[src/rtl/bus_sequencer.sv]
// bus_sequencer: per-instruction bus-enable sequencer between the decoder and
// the register file / RAM bus. Each instruction runs single-cycle (EXEC), or
// as a RAM load (ADDR [WAIT..] DATA) or a RAM store (ADDR DATA).
module bus_sequencer #(
  parameter int NUM_REGS    = 8,
  parameter int REG_SEL_W   = 3,
  parameter int RAM_LATENCY = 1
) (
  input  logic                 clk,
  input  logic                 rst,
  input  logic                 insn_valid,
  output logic                 insn_ready,
  input  logic [2:0]           insn_class,
  input  logic [REG_SEL_W-1:0] reg_num,
  output logic [NUM_REGS-1:0]  reg_out_en,
  output logic [NUM_REGS-1:0]  reg_write_en,
  output logic                 reg_pc_read_en,
  output logic                 reg_pc_write_en,
  output logic                 ram_en,
  output logic                 ram_we,
  output logic                 ram_out_en,
  output logic                 insn_done,
  output logic                 illegal_reg
);

  localparam int CNT_W = $clog2(4) + 1;

  localparam logic [2:0] C_NOP   = 3'd0;
  localparam logic [2:0] C_ALU_R = 3'd1;
  localparam logic [2:0] C_ALU_I = 3'd2;
  localparam logic [2:0] C_CPY   = 3'd3;
  localparam logic [2:0] C_CPYPC = 3'd4;
  localparam logic [2:0] C_JMP   = 3'd5;
  localparam logic [2:0] C_LB    = 3'd6;
  localparam logic [2:0] C_SB    = 3'd7;

  // accumulator select
  localparam logic [NUM_REGS-1:0] ACC = NUM_REGS'(1);

  typedef enum logic [2:0] {IDLE, EXEC, ADDR, WAIT, DATA} state_t;

  state_t               state;
  logic [CNT_W-1:0]     cnt;
  logic [2:0]           cls_q;
  logic [REG_SEL_W-1:0] reg_q;
  logic                 accept;
  logic                 reg_ok;
  logic                 reject;

  function automatic logic [NUM_REGS-1:0] onehot(input logic [REG_SEL_W-1:0] idx);
    onehot = '0;
    for (int i = 0; i < NUM_REGS; i++)
      if (int'(idx) == i) onehot[i] = 1'b1;
  endfunction

  // A done cycle doubles as an accept slot so single-cycle ops stream at 1/clk.
  assign insn_ready = !rst && (state == IDLE || insn_done);
  assign accept     = insn_valid && insn_ready;
  assign reg_ok     = int'(reg_num) < NUM_REGS;
  // NOP and ALU_I never touch reg_num, so an out-of-range value is harmless there.
  assign reject     = !reg_ok && insn_class != C_NOP && insn_class != C_ALU_I;

  // FSM and registered enables; every enable defaults low each cycle.
  always_ff @(posedge clk) begin
    if (rst) begin
      state           <= IDLE;
      cnt             <= '0;
      cls_q           <= '0;
      reg_q           <= '0;
      reg_out_en      <= '0;
      reg_write_en    <= '0;
      reg_pc_read_en  <= 1'b0;
      reg_pc_write_en <= 1'b0;
      ram_en          <= 1'b0;
      ram_we          <= 1'b0;
      ram_out_en      <= 1'b0;
      insn_done       <= 1'b0;
      illegal_reg     <= 1'b0;
    end else begin
      reg_out_en      <= '0;
      reg_write_en    <= '0;
      reg_pc_read_en  <= 1'b0;
      reg_pc_write_en <= 1'b0;
      ram_en          <= 1'b0;
      ram_we          <= 1'b0;
      ram_out_en      <= 1'b0;
      insn_done       <= 1'b0;
      illegal_reg     <= 1'b0;
      if (accept) begin
        cls_q <= insn_class;
        reg_q <= reg_num;
        if (reject) begin
          state       <= EXEC;
          insn_done   <= 1'b1;
          illegal_reg <= 1'b1;
        end else if (insn_class == C_LB || insn_class == C_SB) begin
          // address cycle: accumulator holds the RAM address
          state      <= ADDR;
          reg_out_en <= ACC;
          ram_en     <= 1'b1;
          cnt        <= CNT_W'(RAM_LATENCY - 1);
        end else begin
          state     <= EXEC;
          insn_done <= 1'b1;
          case (insn_class)
            C_ALU_R: begin
              reg_out_en   <= onehot(reg_num);
              reg_write_en <= ACC;
            end
            C_ALU_I: reg_write_en <= ACC;
            C_CPY: begin
              reg_out_en   <= ACC;
              reg_write_en <= onehot(reg_num);
            end
            C_CPYPC: begin
              reg_pc_read_en <= 1'b1;
              reg_write_en   <= onehot(reg_num);
            end
            C_JMP: begin
              reg_out_en      <= onehot(reg_num);
              reg_pc_write_en <= 1'b1;
            end
            default: ;
          endcase
        end
      end else begin
        case (state)
          ADDR: begin
            if (cls_q == C_SB) begin
              state      <= DATA;
              reg_out_en <= onehot(reg_q);
              ram_we     <= 1'b1;
              insn_done  <= 1'b1;
            end else if (cnt == '0) begin
              state        <= DATA;
              ram_out_en   <= 1'b1;
              reg_write_en <= onehot(reg_q);
              insn_done    <= 1'b1;
            end else begin
              state <= WAIT;
            end
          end
          // counter still holds the number of WAIT cycles left, including this one
          WAIT: begin
            if (cnt == CNT_W'(1)) begin
              state        <= DATA;
              cnt          <= '0;
              ram_out_en   <= 1'b1;
              reg_write_en <= onehot(reg_q);
              insn_done    <= 1'b1;
            end else begin
              cnt <= cnt - CNT_W'(1);
            end
          end
          default: state <= IDLE;
        endcase
      end
    end
  end

endmodule

[config.mk]
export PLATFORM = sky130hd
export DESIGN_NAME = bus_sequencer
export DESIGN_NICKNAME = d
export VERILOG_FILES = /design/src/rtl/bus_sequencer.sv
export SDC_FILE = /design/constraint.sdc
export NUM_CORES = 1
export LEC_CHECK = 0
export ABC_CLOCK_PERIOD_IN_PS = 3950
export BUFFER_PORTS_ARGS = -buffer_cell sky130_fd_sc_hd__buf_2
export CORE_MARGIN = 3
export CORE_UTILIZATION = 30
export CTS_CLUSTER_SIZE = 40
export DETAILED_ROUTE_END_ITERATION = 16
export PLACE_DENSITY = 0.45
export REMOVE_ABC_BUFFERS = 1
export SLEW_MARGIN = 20
export SYNTH_ARGS = -nofsm -noshare
export SYNTH_HDL_FRONTEND = slang
export SYNTH_SLANG_ARGS = --single-unit
[constraint.sdc]
create_clock -name clk -period 3.95 [get_ports clk]
set_clock_uncertainty 0.15 [all_clocks]
set_input_delay 0 -clock clk [delete_from_list [all_inputs] [get_ports clk]]
set_output_delay 0 -clock clk [all_outputs]
set_load 0.1 [all_outputs]
Word level (Yosys, flattened, before mapping):

Cells that the tools add are included.

* logic and storage cells: 110
* bits in registers: 34
* output and inout port bits: 24
* input bits: 9

* multiplexer cells: 50
* $add $sub $neg: 1
* eq/ne operators: 27
* reductions and logical operators: 18
* bitwise operators: 2

Operators with widths (number)
* $mux 8: 9
* $pmux 8 s2: 3
* $eq 3x3->1 const B: 13
* $mux 1: 26
* $eq 3x2->1 const B: 8
* $mux 3: 8
* $eq 3x1->1 const B: 4
* $logic_not 3->1: 4
* $reduce_or 2->1: 5
* $pmux 3 s2: 1
* $reduce_or 3->1: 2
* $pmux 1 s2: 2
* $ne 3x3->1 const B: 1
* $sub 3x1->3 const B: 1
* $logic_and 1x1->1: 2
* $logic_or 1x1->1: 2
* $mux 2: 1
* $ne 2x1->1 const B: 1
* $not 1->1: 2
* $reduce_and 2->1: 1
* $reduce_bool 2->1: 1
* $logic_not 1->1: 1

Logic depth before layout (Yosys ltp):

Gate-level depths: netlist (run 1).

* depth in word-level cells: 6
* depth in mapped cells: 6
* depth with buffers taken out: 6

Worst setup path before layout (run 1):

OpenSTA, ideal clock, no wires.

* path type: flip-flop to output port
* from: reg insn_done
* to: out insn_ready
* data required time: 3.800 ns
* buffers on the path: 0
* path slack: 1.085 ns
* stages on the path, launching flop included: 3
* data arrival time: 2.715 ns
* path through: dfxtp_1 > inv_1 > a21oi_1

* longest elaborated chain between the ends: 2

Ends and longest elaborated chain
* from (decl): RTL line 22 `output logic insn_done,`
* from (signal assigned): RTL line 77 `insn_done <= 1'b0;`
* from (signal assigned): RTL line 87 `insn_done <= 1'b0;`
* from (signal assigned): RTL line 94 `insn_done <= 1'b1;`
* $logic_or 1x1->1: RTL line 57 `assign insn_ready = !rst && (state == IDLE || insn_done);`
* $logic_and 1x1->1: RTL line 57
* to (decl): RTL line 12 `output logic insn_ready,`

No other way between the ends.

Final worst setup path (run 1):

* from: reg state[2]
* to: reg reg_q[2]

* longest elaborated chain between the ends: 4

Ends and longest elaborated chain
* from (decl): RTL line 42 `state_t state;`
* from (signal assigned): RTL line 66 `state <= IDLE;`
* from (signal assigned): RTL line 93 `state <= EXEC;`
* from (signal assigned): RTL line 98 `state <= ADDR;`
* $logic_not 3->1: RTL line 57
* $logic_or 1x1->1: RTL line 57
* $logic_and 1x1->1: RTL line 57
* $logic_and 1x1->1: RTL line 58 `assign accept = insn_valid && insn_ready;`
* to (signal assigned): RTL line 91 `reg_q <= reg_num;`
* to (decl): RTL line 45 `logic [REG_SEL_W-1:0] reg_q;`

No other way between the ends.
A chain may end at the register's enable or synchronous reset.

==> out/qor.yml, run 1 <==
synth_edf_count: 0
die_w_microns: 77.4
syn2layout_area_growth_pct: 25.8
synth-main-ff-cell: "dfxtp_1"
cap_violations: 0
critPathRequiredTime_ns: 4.03
dp_hpwl_microns: 2750
vias_per_cell: 5.03
cts_buffer_depth: 2
async_flop_share_pct: 0
clk_latency_ns: 0.28
totalWireLength_microns: 3810
crit_slowest_cell: "a21oi_2"
die-area_sq_mm: 0.00599
synth_top_area_share_pct: 44.5
grt_overflow: 0
end_kind: "register"
start_util_pct: 31.7
synth.yosys.warnings: 0
htree_levels: 2
path_cells: "or3_4, a21oi_2, nand2_1, a21oi_1, dlygate4sd3_1"
critPathLaunchType: "register"
drtIter0Drc: 112
slew_headroom_pct: 53.5
arrival_ns: 2.41
dpl_cell_area_sq_mm: 0.00171
cts_root_buf: "clkbuf_8"
synth-seq-area-share_pct: 44.5
clk_pin_slew_ns: 0.07
drive_gt1_share_pct: 22.8
min_path_type: "in2reg"
gp_congestion: 0.823
stdcell_area_sq_mm: 0.00192
fp-row-count: 25
antenna_found_initial: 0
syn_inst: 167
avgSynthCellArea_sq_um: 9.16
worstMarginPinSlew_ns: 0.697
design.core.area_sq_mm: 0.00482
multi_input_area_sq_um: 761
clkSinkCount: 34
numCtsBuffers: 5
drc: 0
yosysTopAreaCell: "dfxtp_1"
power.total_w: 0.000770
period_share_pct: 59.1
synthTopCellsByArea: "dfxtp_1 45%, o32ai_1 4.6%, nand2b_1 4.5%"
hold_violations: 0
whs_ns: 0.00357
grt_pass1_wl_microns: 6540
fp.dieH_microns: 77.4
cts_tree: "yes"
tns_ns: 0
io_buffers: 31
p_leak_nw: 0.794
finish.net_count: 217
rsz0062_at_grt: "no"
diodes: 0
netlist_area_sq_mm: 0.00153
io_pins: 33
seqCellArea_sq_um: 681
power_density_mw_per_mm2: 401
fmax_mhz: 428
cpPeakStageDelay_ns: 0.57
vias: 1373
period_minus_slack_ns: 2.33
critPathKind: "reg2reg"
grt_max_degree: 26
drv_slew: 0
status: "finished clean"
grt_pass1_vias: 1359
finalSetupViolations: 0
irDropWorstVdd_mv: 0.132
first_pass_iters: 4
nFillCells: 504
synth.distinct_cells: 44
grt_usage_pct: 13.7
ys_seq_elements: 34
ant_nets: 0
wire_per_inst_microns: 13.9
path_max_fanout: 17
[worst max-delay path, delay by kind of cell (launching register included)]
| family | cells | cell delay, ns |
|---|---|---|
| AND/OR/NAND/NOR | 2 | 0.54 |
| buffers and inverters | 1 | 0.55 |
| AO/OA/AOI/OAI | 2 | 0.70 |
| flip-flops | 1 | 0.34 |
[state kept, by name, indices dropped and copies added, names as in the netlist]
| register | count |
|---|---|
| ram_we | 1 |
| cnt | 3 |
| cls_q | 3 |
| ram_en | 1 |
| reg_q | 3 |
| state | 3 |
| reg_pc_write_en | 1 |
| insn_done | 1 |
| reg_write_en | 8 |
| ram_out_en | 1 |
| reg_out_en | 8 |
| reg_pc_read_en | 1 |
[cell usage in the layout, fill, tap and decap left out, drive strengths merged, types with 2 or more instances in the layout]
cell | netlist | routed
nand2 | 16 | 16
or3 | 3 | 3
o32ai | 9 | 9
or2 | 2 | 2
o2bb2ai | 2 | 2
dlygate4sd3 | 0 | 10
nand4b | 2 | 2
a21o | 2 | 2
nor4b | 3 | 3
o31ai | 2 | 2
or3b | 3 | 3
dfxtp | 34 | 34
nand3b | 9 | 9
o21ai | 5 | 5
clkbuf | 6 | 5
buf | 4 | 31
nor3 | 3 | 3
nand4 | 2 | 2
inv | 9 | 9
nor2 | 9 | 9
a221oi | 2 | 2
nand3 | 2 | 2
clkinv | 0 | 2
nand2b | 11 | 11
a31oi | 2 | 2
a21oi | 8 | 8
ha | 3 | 3
o22ai | 3 | 3
[per-stage QoR]
stage          worst slack, ns  util [%]  std cells
3_5_place_dp              1.83      35.6        255
2_1_floorplan             1.09         -        157
5_1_grt                   1.44      39.9        273
3_3_place_gp              1.89      35.6        255
6_report                  1.62      39.9        273
4_1_cts                   1.61      39.9        273
[layout make-up]
cell class / instances / area share, %
multi-input cells: 114 / 39.6
well taps: 67 / 4.36
repair buffers: 41 / 13.3
clock buffers: 5 / 3.58
inverters: 9 / 1.76
clock inverters: 3 / 2.08
flip-flops and latches: 34 / 35.4
[worst paths after layout]
path | slack, ns | depth (start not counted) | end | startpoint
worst max-delay path | 1.62 | 5 | reg_q[2] | state[2]
worst max register to register | 1.62 | 5 | reg_q[2] | state[2]
worst min-delay path | 0.004 | 2 | state[1] | rst
worst min register to register | 0.34 | 2 | cnt[1] | cnt[1]
[cell usage after synthesis (2+ instances only)]
cell type,count
a31oi_1,2
nand4_1,2
nand3b_2,2
nand4b_1,2
o22ai_1,3
o31ai_1,2
ha_1,3
nand2b_1,11
o32ai_1,8
or3b_1,3
nor3_1,3
nor4b_1,3
dfxtp_1,34
or2_2,2
inv_1,9
nand3b_1,7
o21ai_0,5
or3_1,2
nand3_1,2
clkbuf_1,6
a21o_1,2
a21oi_1,7
buf_4,2
o2bb2ai_1,2
nor2_1,9
nand2_1,16
[logic make-up after synthesis]
group           Yosys count  synth area share, %
simple gates             69                 26.7
buf+inv                  19                 5.73
other cells               1                0.245
flops                    34                 44.5
fa+ha+maj                 3                 2.46
mux                       1                0.655
compound gates           39                 19.1
xor+xnor                  1                0.573
[what timing repair did]
item,in CTS,in global routing
hold buffers,10,0
resized for setup,0,0
buffers inserted,0,0
hold endpoints to repair,23,0
setup endpoints to repair,0,0
[power breakdown]
part	internal, W	switching, W	total (W)
registers	0.000351	0.00000899	0.000360
clock network	0.000186	0.000126	0.000311
logic	0.0000278	0.0000709	0.0000987
[layer usage]
| metal | part of all wire (%) | vias up | routed length [microns] | GRT usage, % |
|---|---|---|---|---|
| met5 | 0 | - | 0 | 0 |
| met4 | 1.5 | 0 | 56 | 5.16 |
| met3 | 5.2 | 7 | 197 | 4.18 |
| met2 | 50 | 34 | 1920 | 24.5 |
| met1 | 43 | 656 | 1630 | 15.2 |
| li1 | - | 676 | - | - |
(Power assumes the default switching activity.)
==> run 2: changes to the inputs <==
- ABC_CLOCK_PERIOD_IN_PS: 3950 -> 2400
- clock period: 3.95 -> 2.4 ns (I/O delays scaled with it)
==> run 2 against run 1 <==
Sequential share of layout area is 0.61 points higher. Core utilization is 0.68 points lower. Via count is 0.29% lower. Hold slack better by 0.018 ns. Clock-buffer cell count is 2 higher.
==> out/qor.yml, run 2 (synthesis results as in run 1) <==
status: "finished clean"
power_density_mw_per_mm2: 621
io_buffers: 31
drv_slew: 0
drtIter0Drc: 100
grt_max_degree: 25
whs_ns: 0.0213
rsz0062_at_grt: "no"
largest_registers: "reg_out_en: 8 flops, reg_write_en: 8 flops"
numCtsBuffers: 5
totalWireLength_microns: 3720
worstMarginPinSlew_ns: 0.525
io_pins: 33
finalSetupViolations: 0
p_leak_nw: 0.778
fmax_mhz: 473
gp_congestion: 0.770
finish.net_count: 216
vias: 1369
dpl_cell_area_sq_mm: 0.00173
wire_per_inst_microns: 13.7
start_util_pct: 31.7
vias_per_cell: 5.03
die_w_microns: 77.4
irDropWorstVdd_mv: 0.273
critPathKind: "reg2reg"
ant_nets: 0
nFillCells: 527
fp.dieH_microns: 77.4
htree_levels: 2
grt_usage_pct: 13.2
stdcell_area_sq_mm: 0.00189
period_minus_slack_ns: 2.11
diodes: 0
mostFrequentLayoutCells: "34 x dfxtp_1, 31 x buf_2, 16 x nand2_1"
end_kind: "register"
power.total_w: 0.00117
dp_hpwl_microns: 2760
layout_commonest_cell: "dfxtp_1"
path_max_fanout: 16
first_pass_iters: 4
grt_pass1_wl_microns: 6330
clk_pin_slew_ns: 0.06
cts_buffer_depth: 2
arrival_ns: 2.19
hold_violations: 0
fp-row-count: 25
tns_ns: 0
syn2layout_area_growth_pct: 23.6
grt_overflow: 0
ctsResizeCount: 0
clkSinkCount: 34
clk_latency_ns: 0.28
drc: 0
period_share_pct: 88.1
critPathRequiredTime_ns: 2.47
antenna_found_initial: 0
grt_pass1_vias: 1329
slew_headroom_pct: 65.0
die-area_sq_mm: 0.00599
cts_tree: "yes"
min_path_type: "in2reg"
cts_root_buf: "clkbuf_8"
cap_violations: 0
critPathLaunchType: "register"
design.core.area_sq_mm: 0.00482
drive_gt1_share_pct: 23.4
fin_util_pct: 39.2
run 2: changes by cell type in the layout (fill, tap and decap cells not counted), sizes merged:
| cell | change |
|---|---|
| clkinv | -1 |
| clkbuf | +2 |
| dlygate4sd3 | -3 |
| buf | +2 |
| bufinv | -1 |
run 2: critical path, cell delays in order (launching register included):
cell	delay, ns
dfxtp_1	0.33
or3_4	0.42
a21o_1	0.38
nor3_1	0.23
dlygate4sd3_1	0.55
run 2: through the flow:
step	setup slack [ns]	std cells
final	0.285	272
after detailed placement	0.402	257
after global placement	0.461	257
after global routing	0.202	272
after floorplan	-0.465	157
after CTS	0.278	272
run 2: cell type report:
| cell class | count | area [sq um] | area share (%) |
|---|---|---|---|
| clock buffers | 7 | 86.3 | 4.57 |
| clock inverters | 1 | 5.00 | 0.265 |
| inverters | 9 | 33.8 | 1.79 |
| multi-input cells | 114 | 761 | 40.2 |
| flip-flops and latches | 34 | 681 | 36.0 |
| well taps | 67 | 83.8 | 4.43 |
| repair buffers | 40 | 240 | 12.7 |
run 2: worst paths after layout:
path | start | end | slack, ns | depth (start not counted)
hold / removal | rst | reg_write_en[0] | 0.02 | 3
setup reg to reg | state[2] | reg_pc_write_en | 0.29 | 4
setup / recovery | state[2] | reg_pc_write_en | 0.29 | 4
hold reg to reg | cnt[1] | cnt[1] | 0.34 | 2
run 2: repair_timing:
item	4_1_cts	5_1_grt
buffers inserted	0	0
hold buffers	7	0
hold endpoints to repair	21	0
run 2: routing by layer:
metal | vias to the layer above | track usage (%) | wire length [microns]
met5 | - | 0 | 0
met4 | 0 | 5.69 | 73
met3 | 7 | 3.48 | 216
met2 | 46 | 23.1 | 1870
met1 | 645 | 15.0 | 1560
li1 | 671 | - | -
run 2: report_power, final:
| part | switching [W] | total [W] | internal (W) | leakage [nW] |
|---|---|---|---|---|
| logic | 0.000118 | 0.000163 | 0.0000457 | 0.454 |
| registers | 0.0000147 | 0.000594 | 0.000579 | 0.276 |
| clock network | 0.000187 | 0.000418 | 0.000231 | 0.0482 |
| total | 0.000319 | 0.00117 | 0.000855 | 0.778 |
==> run 3: changes to the inputs <==
- CORE_UTILIZATION: 30 -> 53
- PLACE_DENSITY: 0.45 -> 0.74
==> run 3 against run 2 <==
Clock-buffer cell count stayed put. First-iteration DRC count fell by 36%. Sequential share of layout area up 0.93 points. Combinational power up 2%. Register-to-register slack got worse by 0.04 ns. Critical path depth grew 1. Cell count decreased by 13%. Power fell by 7.1%. Via count is 1.6% higher. Clock power decreased by 21%. Sequential power is essentially flat. Critical path type unchanged. Critical endpoint is now reg_q[2]. Largest cell class unchanged.
==> out/qor.yml, run 3 (synthesis results as in run 1) <==
met1_usage_pct: 29.9
swShare_pct: 29.4
worstMarginPinSlew_ns: 0.502
grt_max_degree: 25
cts_tree: "yes"
mostFrequentLayoutCells: "34 x dfxtp_1, 31 x buf_2, 16 x nand2_1"
critPathLaunchType: "register"
io_pins: 33
grt_overflow: 0
p_sw_w: 0.000321
ant_nets: 0
syn2layout_area_growth_pct: 20.5
internal-power_w: 0.000769
critPathKind: "reg2reg"
fp-row-count: 18
totalWireLength_microns: 3510
p_leak_nw: 0.782
drtIter0Drc: 64
drv_slew: 0
design.core.area_sq_mm: 0.00261
cts_root_buf: "clkbuf_4"
start_util_pct: 58.5
wire_per_inst_microns: 14.7
period_minus_slack_ns: 2.16
grt_usage_pct: 22.2
power_density_mw_per_mm2: 592
clk_pin_slew_ns: 0.10
fp.dieH_microns: 59.7
fmax_mhz: 463
gp_congestion: 0.825
dp_cells: 220
fin_util_pct: 70.5
critPathRequiredTime_ns: 2.48
finalSetupViolations: 0
cap_violations: 0
clk_latency_ns: 0.34
rsz0062_at_grt: "no"
power_frac_comb_pct: 15.3
antenna_found_initial: 0
grt_pass1_vias: 1282
grt_pass1_wl_microns: 5950
dp_hpwl_microns: 2480
diodes: 0
period_share_pct: 89.9
io_buffers: 31
met3_usage_pct: 7.34
cts_buffer_depth: 2
clkPwrFrac_pct: 30.4
seqPwrFrac_pct: 54.3
use_met2_pct: 32.9
die_w_microns: 59.7
end_kind: "register"
drc: 0
vias: 1391
nFillCells: 222
finalNonFillerCells: 238
drive_gt1_share_pct: 23.1
clkSinkCount: 34
numCtsBuffers: 5
vias_per_cell: 5.84
path_max_fanout: 16
grt.busiest_layer: "met2"
irDropWorstVdd_mv: 0.511
hold_violations: 0
die-area_sq_mm: 0.00357
arrival_ns: 2.24
htree_levels: 2
status: "finished clean"
largest_registers: "reg_out_en: 8 flops, reg_write_en: 8 flops"
slew_headroom_pct: 66.5
min_path_type: "in2reg"
first_pass_iters: 4
layout_commonest_cell: "dfxtp_1"
finish.net_count: 219
run 3: what timing repair did:
item / 4_1_cts / 5_1_grt
hold buffers: 10 / 0
resized for setup: 0 / 0
endpoints found under the hold margin: 29 / 0
setup buffers: 0 / 0
run 3: routing by layer:
| metal | share of wire, % | routed length (microns) |
|---|---|---|
| met1 | 45 | 1570 |
| met2 | 45 | 1590 |
| met3 | 8.3 | 292 |
| met4 | 1.6 | 56 |
| met5 | 0 | 0 |
run 3: final timing paths:
path | slack (ns) | depth (start not counted) | startpoint | end
setup / recovery | 0.24 | 5 | state[2] | reg_q[2]
hold / removal | 0.06 | 5 | insn_valid | reg_write_en[1]
setup reg to reg | 0.24 | 5 | state[2] | reg_q[2]
hold reg to reg | 0.34 | 2 | cnt[1] | cnt[1]
run 3: cell type report:
cell class	instances	area, sq um	share of cell area [%]
Clock buffer	7	55.1	2.99
Clock inverter	1	5.00	0.272
Inverter	9	33.8	1.83
Multi-Input combinational cell	114	761	41.3
Sequential cell	34	681	36.9
Tap cell	30	37.5	2.04
Timing Repair Buffer	43	270	14.7
run 3: worst max-delay path: stages (launching register included):
cell           delay (ns)
dfxtp_1              0.35
or3_4                0.42
a21o_1               0.37
nand2_1              0.14
a21oi_1              0.06
dlygate4sd3_1        0.55
run 3: per-stage QoR:
stage / hold slack [ns] / setup WS [ns] / cell area (sq um) / total power (W) / TNS [ns]
after floorplan: -0.0809 / -0.465 / 1480 / 0.000712 / -0.465
after global placement: 0.110 / 0.500 / 1680 / 0.000756 / 0
after detailed placement: 0.123 / 0.449 / 1680 / 0.000758 / 0
after CTS: 0.0403 / 0.266 / 1840 / 0.00110 / 0
after global routing: 0.0925 / 0.161 / 1840 / 0.00114 / 0
final: 0.0593 / 0.242 / 1840 / 0.00109 / 0
run 3: power groups by stage:
stage	clock, W	sequential, W	combinational (W)
after floorplan	0	0.000641	0.0000715
after global placement	0	0.000605	0.000151
final	0.000331	0.000592	0.000167
after global routing	0.000366	0.000595	0.000179
after detailed placement	0	0.000605	0.000153
after CTS	0.000339	0.000592	0.000165
